## config.mk

```make
export PLATFORM = sky130hd
export DESIGN_NAME = calc_requester
export DESIGN_NICKNAME = d
export VERILOG_FILES = /design/src/rtl/calc_pkg.sv /design/src/rtl/calc_timeout_cnt.sv /design/src/rtl/calc_requester.sv
export SDC_FILE = /design/constraint.sdc
export NUM_CORES = 1
export LEC_CHECK = 0
export ABC_AREA = 1
export CAP_MARGIN = 0
export CORE_UTILIZATION = 50
export CTS_BUF_LIST = sky130_fd_sc_hd__clkbuf_16
export CTS_CLUSTER_SIZE = 25
export DETAILED_ROUTE_END_ITERATION = 10
export PLACE_DENSITY = 0.86
export SLEW_MARGIN = 20
export SYNTH_ARGS = -nofsm -noshare
export SYNTH_HDL_FRONTEND = slang
export SYNTH_SLANG_ARGS = --single-unit
```

## constraint.sdc

```tcl
create_clock -name clk_i -period 3.6 [get_ports clk_i]
set_clock_uncertainty 0.05 [all_clocks]
set_input_delay 1.08 -clock clk_i [delete_from_list [all_inputs] [get_ports clk_i]]
set_output_delay 1.08 -clock clk_i [all_outputs]
set_load 0.02 [all_outputs]
```

## src/rtl/calc_pkg.sv

```systemverilog
// calc_pkg: widths, timeout defaults and FSM encoding shared by the calc requester, compute unit and benches.
package calc_pkg;
    localparam int A_W_DEF = 8;
    localparam int B_W_DEF = 8;
    localparam int Y_W_DEF = 24;
    localparam int ACK_TO_DEF = 15;
    localparam int DONE_TO_DEF = 255;
    localparam int CNT_W_DEF = 16;
    typedef enum logic [1:0] {
        IDLE  = 2'd0,
        ISSUE = 2'd1,
        RUN   = 2'd2,
        RESP  = 2'd3
    } state_t;
    function automatic int max_int(input int x, input int y);
        return x > y ? x : y;
    endfunction
endpackage

```

## src/rtl/calc_timeout_cnt.sv

```systemverilog
// calc_timeout_cnt: free-running cycle counter with synchronous clear and terminal-count flag.
module calc_timeout_cnt #(
    parameter int W = 8
) (
    input  logic         clk_i,
    input  logic         rst_i,
    input  logic         clr,
    input  logic [W-1:0] limit,
    output logic         tc
);
    logic [W-1:0] cnt;
    always_ff @(posedge clk_i) begin
        if (!rst_i || clr) cnt <= '0;
        else cnt <= cnt + W'(1);
    end
    // tc flags the cycle that completes limit cycles in the current state
    always_comb tc = cnt == limit - W'(1);
endmodule

```

## src/rtl/calc_requester.sv

```systemverilog
// calc_requester: drives the cube-plus-sqrt unit's start/busy handshake with timeouts and returns results.
module calc_requester
    import calc_pkg::*;
#(
    parameter int A_W = A_W_DEF,
    parameter int B_W = B_W_DEF,
    parameter int Y_W = Y_W_DEF,
    parameter int ACK_TO = ACK_TO_DEF,
    parameter int DONE_TO = DONE_TO_DEF,
    parameter int CNT_W = CNT_W_DEF
) (
    input  logic             clk_i,
    input  logic             rst_i,
    input  logic             req_valid_i,
    output logic             req_ready_o,
    input  logic [A_W-1:0]   req_a_bi,
    input  logic [B_W-1:0]   req_b_bi,
    output logic             rsp_valid_o,
    input  logic             rsp_ready_i,
    output logic [Y_W-1:0]   rsp_y_bo,
    output logic             rsp_err_o,
    output logic             calc_start_o,
    output logic [A_W-1:0]   calc_a_bo,
    output logic [B_W-1:0]   calc_b_bo,
    input  logic             calc_busy_i,
    input  logic [Y_W-1:0]   calc_y_bi,
    output logic [CNT_W-1:0] done_cnt_bo,
    output logic             idle_o
);
    localparam int TO_W = $clog2(max_int(ACK_TO, DONE_TO) + 1);
    state_t state;
    logic leave, clr, tc;
    logic [TO_W-1:0] limit;
    always_comb begin
        leave = state == ISSUE ? (calc_busy_i || tc) : state == RUN ? (!calc_busy_i || tc) : 1'b0;
        clr = !(state == ISSUE || state == RUN) || leave;
        limit = state == ISSUE ? TO_W'(ACK_TO) : TO_W'(DONE_TO);
    end
    calc_timeout_cnt #(.W(TO_W)) u_to (
        .clk_i(clk_i),
        .rst_i(rst_i),
        .clr(clr),
        .limit(limit),
        .tc(tc)
    );
    always_ff @(posedge clk_i) begin
        if (!rst_i) begin
            state <= IDLE;
            req_ready_o <= 1'b1;
            idle_o <= 1'b1;
            rsp_valid_o <= 1'b0;
            rsp_y_bo <= '0;
            rsp_err_o <= 1'b0;
            calc_start_o <= 1'b0;
            calc_a_bo <= '0;
            calc_b_bo <= '0;
            done_cnt_bo <= '0;
        end else begin
            case (state)
                IDLE: if (req_valid_i && req_ready_o) begin
                    calc_a_bo <= req_a_bi;
                    calc_b_bo <= req_b_bi;
                    calc_start_o <= 1'b1;
                    req_ready_o <= 1'b0;
                    idle_o <= 1'b0;
                    state <= ISSUE;
                end
                ISSUE: if (calc_busy_i) begin
                    calc_start_o <= 1'b0;
                    state <= RUN;
                end else if (tc) begin
                    calc_start_o <= 1'b0;
                    rsp_err_o <= 1'b1;
                    rsp_y_bo <= '0;
                    rsp_valid_o <= 1'b1;
                    state <= RESP;
                end
                RUN: if (!calc_busy_i || tc) begin
                    rsp_err_o <= calc_busy_i;
                    rsp_y_bo <= calc_busy_i ? '0 : calc_y_bi;
                    rsp_valid_o <= 1'b1;
                    state <= RESP;
                end
                RESP: if (rsp_ready_i) begin
                    rsp_valid_o <= 1'b0;
                    done_cnt_bo <= done_cnt_bo + CNT_W'(1);
                    req_ready_o <= 1'b1;
                    idle_o <= 1'b1;
                    state <= IDLE;
                end
            endcase
        end
    end
endmodule

```

==> impl_results.md <==
- Status: finished, final reports clean
- Die ar.: 0.00688 mm²
- Final Max Tran Viols: 0
- DRC viols: 0
- CTS tree: yes
- Vias per cell: 5.07
- Clock Pin Slew Worst Setup and Hold Paths: 50 ps
- Net switching power: 0.883 mW
- Yosys cell types: 34
- Via count: 3,221
- Reg2Reg Depth: 9
- Sequential fraction of the synthesis area: 42.8%
- Post-synth top area share: 42.8%
- Commonest cells post-synth: nand2_1 (111), dfxtp_1 (70), nor2_1 (57), inv_1 (43), a21oi_1 (31)
- GPL Wtd Cong: 0.829
- Top_reg_cell synth: dfxtp_1
- Global route total overflow: 0
- GRT Util Overall: 22.5%
- Largest area contributor in the netlist: dfxtp_1
- Layout area overhead: 41.7%
- CTS H-Tree Depth: 3
- Clock Path Buffers: 2
- Top layer in use: met4
- Post-Syn Area: 0.00328 mm²
- Peak VDD IR: 464 µV
- Number of global-route vias before repair: 2,909
- RSZ-0062 raised after global routing: false
- Seq cells post-synth: 70
- CTS root buf: clkbuf_16
- Layout cells sized above 1: 8.96%
- DR WL/cell: 12.1 µm
- R2r setup slk: 1540 ps
- Nets: 605
- Crit path max-delay cell type: clkdlybuf4s50_1
- CP startpoint kind: input pin
- Syn avg cell area: 7.27 µm²
- Comb pwr share: 33.2%
- FP Rows: 29
- Async set or reset register ratio after synthesis: 0%
- Post-synth EDFFs: 0
- Fmax: 394 MHz
- Iter 0 DRT Violations: 96
- Hold path cells: 2
- Setup crit end kind: flop
- Largest net degree at the start of global routing: 33
- Most frequent cell after synthesis: nand2_1
- Area contributors post-synth: dfxtp_1 (43%), nand2_1 (13%), nor2_1 (6.5%)
- Final ANT Viol Nets: 0
- CP Class: input pin to flop
- Starting density of the core: 51.6%
- PortBufs: 105
- WP data required: 3750 ps
- Clock power share: 30.7%
- Leakage power: 1.79 nW
- Hold_buf cts: 0
- First-pass GRT wire length: 12.8 mm
- Critical Path, Cell by Cell: clkdlybuf4s50_1 -> inv_2 -> nand2_1 -> inv_2 -> nand3_2 -> nand2_4 -> nand2_1 -> nand2_1 -> nor2_1
- DIE HEIGHT: 83.0 µm
- Ports: 106
- Final setup viols: 0
- Post-DP HPWL: 5.49 mm
- Max_slew headroom: 53.5%
- Min cycle time layout: 2540 ps
- Fillers: 482
- Num CTS Buffers: 9
- Period utilization: 70.4%
- Metal2 WL: 3.73 mm
- N_diodes: 0
- Syn Inst Count: 451
- Core area: 0.00635 mm²
- Final non-filler cell total: 635
- Pwr dens: 580 mW/mm²
- Met3 wire length: 495 µm
- Initial antenna violation count: 0
- Critical path's largest stage delay: 490 ps
- Die width: 83.0 µm
- CTS sink count: 70
- HP Class: flop to flop
- Detailed Route WL: 7.68 mm
- Max_cap viols: 0
- Switching share of power: 32.8%
- Drt pass-1 iters: 4
- CP most frequent cell: nand2_1
- Final Total Pwr: 2.69 mW
- PostCTS Resize Cnt: 0
- Final hold viol count: 0
- Met1 WL: 3.32 mm
- Post-Synthesis Net Count: 503
- Crit path DAT: 2690 ps
- TNS Setup: 0 ps
- Clock latency on the worst-skew pair: 320 ps
- RR Startpoint: state[1]
- Yosys warns: 0
- Critical path fanouts, max: 26
- Hold path endpoint: calc_a_bo[2]
- # Post-CTS Setup Buffers: 0
- Post-Place Cells: 619
- Pint: 1.81 mW
- Worst hold start: calc_a_bo[2]
- Worst slew pin tran: 697 ps
- RR Endpoint: rsp_err_o
- Sequential Power Share: 36.1%
-- area by class of cell --
| class | instances | area, µm² | share of cell area [%] |
|---|---|---|---|
| repair buffers | 109 | 1080 | 23.3 |
| multi-input cells | 316 | 1610 | 34.6 |
| clock inverters | 7 | 56.3 | 1.21 |
| well taps | 77 | 96.3 | 2.07 |
| clock buffers | 9 | 225 | 4.85 |
| inverters | 47 | 176 | 3.80 |
| flip-flops and latches | 70 | 1400 | 30.2 |
-- routing by layer --
metal	up-vias	global-route usage (%)
li1	1634	-
met1	1472	26.0
met2	102	39.2
met3	13	5.96
met4	0	9.40
met5	-	0
-- how the worst max path moves through the flow --
stage,start,to,slack (ps),depth (start not counted)
6_report,calc_busy_i,rsp_y_bo[1],1060,9
5_1_grt,calc_busy_i,rsp_y_bo[18],910,9
4_1_cts,done_cnt_bo[5],done_cnt_bo[5],1070,1
3_5_place_dp,calc_busy_i,rsp_y_bo[1],770,9
3_3_place_gp,calc_busy_i,rsp_y_bo[14],810,9
2_1_floorplan,rsp_ready_i,done_cnt_bo[13],1500,11
-- state kept, by name, summed over array words and instances (netlist names) --
name and cells:
rsp_y_bo 24, done_cnt_bo 16, calc_a_bo 8, calc_b_bo 8
u_to.cnt 8, state 2, calc_start_o 1, idle_o 1
rsp_err_o 1, rsp_valid_o 1
-- kinds of logic (layout without fill, tap and decap cells) --
logic type      after synthesis  after routing  synth area share, %
buf+inv                      65            172                 8.21
xor+xnor                      6              6                 1.60
flops                        70             70                 42.8
simple gates                234            234                 32.9
fa+ha+maj                     7              7                 2.67
compound gates               69             69                 11.8
-- worst max-delay path: cells and delay by family --
kind	cells	cell delay [ps]
buffers and inverters	3	770
AND/OR/NAND/NOR	6	840
-- per-stage QoR --
stage | hold slack, ps | setup WS (ps) | util [%] | cell area, µm²
finish | 394 | 1060 | 73.1 | 4640
global route | 405 | 913 | 73.1 | 4640
CTS | 393 | 1070 | 73.1 | 4640
detailed placement | 385 | 768 | 68.7 | 4360
global placement | 380 | 806 | 68.7 | 4360
floorplan | 391 | 1500 | - | 3280
-- power by group through the flow --
stage          Clock (mW)  Sequential, mW  Combinational [mW]
5_1_grt             0.879           0.989               0.974
6_report            0.826           0.973               0.895
3_3_place_gp            0           0.981               0.860
3_5_place_dp            0           0.986               0.886
4_1_cts             0.845           0.972               0.897
2_1_floorplan           0            1.10               0.431
-- cells in the final DEF, fill, tap and decap left out, types with 6 or more instances in the layout --
| cell type | netlist | final |
|---|---|---|
| inv_1 | 43 | 44 |
| o21ai_0 | 26 | 26 |
| nor2_1 | 57 | 57 |
| dfxtp_1 | 70 | 70 |
| nand3_1 | 18 | 18 |
| nand3b_1 | 19 | 19 |
| clkbuf_16 | 0 | 9 |
| nand2_1 | 111 | 111 |
| clkdlybuf4s50_1 | 0 | 105 |
| ha_1 | 7 | 7 |
| a21oi_1 | 31 | 31 |
| a21oi_2 | 6 | 6 |
| nand2_2 | 9 | 9 |
(Power assumes the default switching activity.)
